[src/rtl/mult_wb_buffer.sv]
// mult_wb_buffer: in-order result FIFO between the mult unit and the CDB arbiter.
// Completed multiplies are captured when the unit is not full. The oldest entry
// is presented on cdb_* with a req/grant handshake. avail back-pressures mult.
module mult_wb_buffer #(
    parameter int unsigned DEPTH          = 4,
    parameter int unsigned DATA_W         = 32,
    parameter int unsigned ROBN_W         = 5,
    parameter int unsigned PRN_W          = 6,
    parameter bit          PROTOCOL_CHECK = 1'b1
) (
    input  logic                       clock,
    input  logic                       reset,
    input  logic                       squash,
    input  logic                       done,
    input  logic [DATA_W-1:0]          result,
    input  logic [ROBN_W-1:0]          output_robn,
    input  logic [PRN_W-1:0]           output_dest_prn,
    output logic                       avail,
    output logic                       cdb_req,
    input  logic                       cdb_grant,
    output logic [DATA_W-1:0]          cdb_value,
    output logic [ROBN_W-1:0]          cdb_robn,
    output logic [PRN_W-1:0]           cdb_prn,
    output logic [$clog2(DEPTH):0]     count
);

    localparam int unsigned PTR_W = $clog2(DEPTH);
    localparam int unsigned CNT_W = PTR_W + 1;

    logic [DATA_W-1:0] value_mem [DEPTH];
    logic [ROBN_W-1:0] robn_mem  [DEPTH];
    logic [PRN_W-1:0]  prn_mem   [DEPTH];

    logic [PTR_W-1:0]  head;
    logic [PTR_W-1:0]  tail;
    logic [CNT_W-1:0]  occupancy;
    logic              push;
    logic              pop;

    // Handshake decode; avail may rise on a full buffer when the head is leaving.
    always_comb begin
        cdb_req = (occupancy != '0);
        pop     = cdb_req & cdb_grant;
        avail   = (occupancy != CNT_W'(DEPTH)) | pop;
        push    = done & avail;
        count   = occupancy;
    end

    // Head entry is driven only while a request is outstanding, zero otherwise.
    always_comb begin
        cdb_value = '0;
        cdb_robn  = '0;
        cdb_prn   = '0;
        if (cdb_req) begin
            cdb_value = value_mem[head];
            cdb_robn  = robn_mem[head];
            cdb_prn   = prn_mem[head];
        end
    end

    // Pointer and occupancy update; reset and squash both empty the buffer.
    always_ff @(posedge clock) begin
        if (reset || squash) begin
            head      <= '0;
            tail      <= '0;
            occupancy <= '0;
        end else begin
            if (push) begin
                tail <= tail + 1'b1;
            end
            if (pop) begin
                head <= head + 1'b1;
            end
            if (push && !pop) begin
                occupancy <= occupancy + 1'b1;
            end else if (pop && !push) begin
                occupancy <= occupancy - 1'b1;
            end
        end
    end

    // Entry storage; validity is implied by occupancy so the data needs no reset.
    always_ff @(posedge clock) begin
        if (push && !reset && !squash) begin
            value_mem[tail] <= result;
            robn_mem[tail]  <= output_robn;
            prn_mem[tail]   <= output_dest_prn;
        end
    end

    // mult must never present a result while avail is low; such a result is dropped.
    generate
        if (PROTOCOL_CHECK) begin : g_protocol_check
            a_no_done_without_avail : assert property (
                @(posedge clock) disable iff (reset) !(done && !avail)
            ) else $error("mult_wb_buffer: done asserted while avail low, result dropped");
        end
    endgenerate

endmodule

[config.mk]
export PLATFORM = sky130hd
export DESIGN_NAME = mult_wb_buffer
export DESIGN_NICKNAME = d
export VERILOG_FILES = /design/src/rtl/mult_wb_buffer.sv
export SDC_FILE = /design/constraint.sdc
export NUM_CORES = 1
export LEC_CHECK = 0
export BUFFER_PORTS_ARGS = -buffer_cell sky130_fd_sc_hd__buf_2
export CAP_MARGIN = 20
export CORE_UTILIZATION = 57
export CTS_CLUSTER_DIAMETER = 100
export DETAILED_ROUTE_END_ITERATION = 16
export GPL_TIMING_DRIVEN = 1
export PLACE_DENSITY_LB_ADDON = 0.15
export SYNTH_ARGS = -nofsm -noshare
export SYNTH_HDL_FRONTEND = slang
export SYNTH_SLANG_ARGS = --single-unit
[constraint.sdc]
create_clock -name clock -period 2.7 [get_ports clock]
set_input_delay 0.54 -clock clock [delete_from_list [all_inputs] [get_ports clock]]
set_output_delay 0.54 -clock clock [all_outputs]
set_load 0.1 [all_outputs]
Word-level counts from Yosys, hierarchy flattened --
Memory sizes are Yosys's and may differ from the RTL's. A register that Yosys moved wholly into a read port is not among the register bits. Cells that the tools add are included.
Cells by class: add/sub/neg operators 4, equality and inequality tests 1, muxes and demuxes 13, bitwise logic cells 3, reduce and logical (&&, ||, !) cells 11
Operator list (count):
- $mux 32 | 1
- $mux 2 | 6
- $mux 3 | 2
- $mux 6 | 1
- $mux 5 | 1
- $add 2x1->2 const B | 2
- $logic_and 1x1->1 | 4
- $logic_not 1->1 | 4
- $add 3x1->3 const B | 1
- $ne 3x3->1 const B | 1
- $reduce_bool 3->1 | 1
- $sub 3x1->3 const B | 1
- $and 1x1->1 | 2
- $mux 1 | 2
- $reduce_bool 2->1 | 1
- $logic_or 1x1->1 | 1
- $or 1x1->1 | 1
Word-level totals: bits in registers 7, RAM bits 172, word-level logic and storage cells 38, memories 3
Memories:
- value_mem | words 4, bits a word 32, rd ports 1, clocked after Yosys merged registers in 1, wr ports 1, RTL line 30 | logic [DATA_W-1:0] value_mem [DEPTH];
- prn_mem | words 4, bits a word 6, rd ports 1, clocked after Yosys merged registers in 1, wr ports 1, RTL line 32 | logic [PRN_W-1:0] prn_mem [DEPTH];
- robn_mem | words 4, bits a word 5, rd ports 1, clocked after Yosys merged registers in 1, wr ports 1, RTL line 31 | logic [ROBN_W-1:0] robn_mem [DEPTH];

Longest topological paths before layout --
depth in word-level cells 8, depth in mapped cells 10

Worst setup path after synthesis --
Ideal clock, no wire load.
kind reg2out, start point reg occupancy[1] (netlist: count[1]), end point out cdb_prn[1], data arrival time 2979 ps, required time 2160 ps, path slack -819 ps, stages on the path, launching flop included 4, path buffers 1, cell sequence dfxtp_1 > nor3_1 > clkbuf_1 > nor2b_1
Between the ends: word-level cells in the longest chain between the ends 2
Ends and longest elaborated chain:
- start, declared | RTL line 36 | logic [CNT_W-1:0] occupancy;
- start signal, assigned | RTL line 75 | occupancy <= occupancy + 1'b1;
- start signal, assigned | RTL line 77 | occupancy <= occupancy - 1'b1;
- $reduce_bool 3->1 | RTL line 42 | cdb_req = (occupancy != '0);
- $mux 6 | RTL line 54 | if (cdb_req) begin
- end, declared | RTL line 23 | output logic [PRN_W-1:0] cdb_prn,
No other way between the ends.

==> flow_summary.ini <==
[outcome]
status = finished clean

[cts]
post_cts_resized = 0
clk_path_buf_depth = 2
htree_levels = 4
clk_pin_slew_ns = 0.06
cts_setup_buffers = 0
cts-buffers-inserted = 17
ctsHoldBuffers = 0
cts_tree = yes
cts.sinks = 181
cts_root_buffer = clkbuf_16
clock_latency_ns = 0.41

[cells_and_area]
fin_nets = 490
syn_to_final_growth_pct = 25.0
fin_util_pct = 72.8
antenna_cells = 0
layout-drive-gt1-share_pct = 52.7

[power_and_ir_drop]
power.share.switching_pct = 27.5
p_int_mw = 5.13
p_per_area_nw_per_um2 = 813
p_switching_mw = 1.94
leakagePower_nw = 3.11
p_comb_share_pct = 18.4
sequentialPowerShare_pct = 44.2
vdd_drop_max_uv = 732
clockPowerShare_pct = 37.4

[setup_path]
critPathCaptureType = output port
cp-start-kind = register
crit_fanout = 22
critPathKind = register to output port
crit_required_ns = 2.16
arrival_ns = 2.00

[drt]
firstDrtPassIters = 5
detail_route.wl_per_cell_um = 20.7
drt_iter0_markers = 210
vias_per_cell = 5.65
drc = 0
drt.antenna.violating_nets = 0
routed_wl_mm = 12.3
num_vias = 3363

[grt]
grt_overflow = 0
grt_pass1_vias = 3557
grt_first_pass_wirelength_mm = 19.2
antenna_found_initial = 0
grt_max_degree = 37
track_usage_pct = 21.2

[synthesis]
yosys_warnings = 0
synth_seq_cells = 181
synthDistinctLibCells = 27
avgSynthCellArea_um2 = 21.5
synth_area_um2 = 6970
syn_inst = 324
yosysSeqAreaShare_pct = 76.7
synth_nets = 378

[sta]
timing.fmax_ghz = 0.393
fin_worst_skew_ns = 0.00503
setup_viol = 0
finalHoldViolations = 0
period_share_pct = 94.2
worst_slack_ns = 0.156
slew_headroom_pct = 63.6
tightestPinTransition_ns = 0.545
rsz0062_at_grt = false
min_period_ns = 2.54
setup_tns_ns = 0
drv_slew = 0

[hold_path]
worstHoldPathType = primary input to register

[run]
cap_viol_max_count = 0

[floorplanning]
die_w_um = 113
core_area_um2 = 12000
placementRows = 40
die_h_um = 113
die-area_um2 = 12700
initial_core_util_pct = 58.2
io_pins = 96

[placement]
pre_cts_slack_ns = 0.280
port_buffers = 95
gp_congestion = 0.770
place_hpwl_mm = 7.66
-- cell type report --
type,count,area (um^2)
Fill cell,715,3260
Timing Repair Buffer,110,676
Clock buffer,18,429
Clock inverter,13,211
Inverter,4,15.0
Sequential cell,181,5350
Multi-Input combinational cell,122,1830
Tap cell,147,184
-- critical path: stages, from the launching register on --
cell and delay [ns]:
dfxtp_4 0.37, buf_12 0.22, mux4_2 0.52, nor2b_2 0.17
buf_2 0.31
-- cell families after synthesis --
kind of cell               Yosys count  share of synthesized area [%]
DFF                                181                           76.7
and+or+nand+nor                     61                           5.44
muxes                               44                           14.0
buffers and inverters               21                           1.44
AOI/OAI and AO/OA                    8                          0.772
adders and majority gates            6                           1.19
xor gates and xnor gates             3                          0.377
-- worst paths after layout --
kind,slack [ns],start,end,cells past startpoint
worst max register to register,0.51,count[1]$_SDFFE_PP0P_,count[2]$_SDFFE_PP0P_,8
worst max-delay path,0.16,register,cdb_prn[5],4
worst min-delay path,0.34,result[2],value_mem[1][2]$_DFFE_PP_,1
worst min register to register,0.49,head[1]$_SDFFE_PP0P_,register,2
-- power groups by stage --
stage                     registers [mW]  clock network, mW  logic [mW]
after floorplan                     3.21                  0        1.02
after global placement              3.18                  0        1.30
after detailed placement            3.19                  0        1.31
after CTS                           3.13               2.68        1.31
after global routing                3.13               2.77        1.35
final                               3.13               2.65        1.30
-- metal layers --
| layer | part of all wire, % | global-route usage [%] | vias up |
|---|---|---|---|
| met4 | 1.1 | 7.82 | 0 |
| met2 | 54 | 37.1 | 80 |
| met3 | 3.9 | 4.64 | 12 |
| met5 | 0 | 0 | - |
| met1 | 41 | 26.0 | 1749 |
| li1 | - | - | 1522 |
-- synth_stat cells, drive strengths merged --
library cell | number | area [um^2]
o21ai | 2 | 10.0
or2 | 1 | 6.26
and2 | 1 | 8.76
dfxtp | 9 | 180
and3 | 4 | 30.0
buf | 7 | 47.5
fa | 1 | 20.0
nor2b | 43 | 269
o31ai | 2 | 20.0
xor2 | 3 | 26.3
mux2i | 1 | 10.0
or3 | 2 | 12.5
ha | 5 | 62.6
mux4 | 43 | 968
nand3 | 1 | 5.00
nor3 | 1 | 5.00
edfxtp | 172 | 5160
or4b | 1 | 13.8
nor2 | 5 | 18.8
inv | 4 | 15.0
nand4 | 1 | 6.26
a21o | 1 | 8.76
a21oi | 3 | 15.0
nand2 | 1 | 3.75
clkbuf | 10 | 37.5
-- sequential cells by signal, indices dropped and copies added (netlist names), named ones only --
| name | count |
|---|---|
| value_mem | 128 |
| prn_mem | 24 |
| robn_mem | 20 |
| count | 3 |
| head | 2 |
| tail | 2 |
-- per-stage QoR --
step | std cells | hold WS, ns | total power, mW | area (um^2)
after floorplan | 324 | 0.459 | 4.23 | 7280
after global placement | 564 | 0.463 | 4.48 | 8060
after detailed placement | 564 | 0.485 | 4.49 | 8060
after CTS | 595 | 0.325 | 7.12 | 8700
after global routing | 595 | 0.327 | 7.25 | 8700
final | 595 | 0.338 | 7.08 | 8700
-- placed cells by master (no fill, tap or decap), drive strengths merged, types with 2 or more instances in the layout --
cell / count
ha: 5
buf: 110
bufinv: 6
nor2: 5
inv: 4
o21ai: 2
a21oi: 3
o31ai: 2
and3: 4
xor2: 3
clkbuf: 18
or3: 2
nor2b: 43
clkinv: 6
mux4: 43
dfxtp: 9
edfxtp: 172
Note: power is estimated with default switching activity, not from simulation.
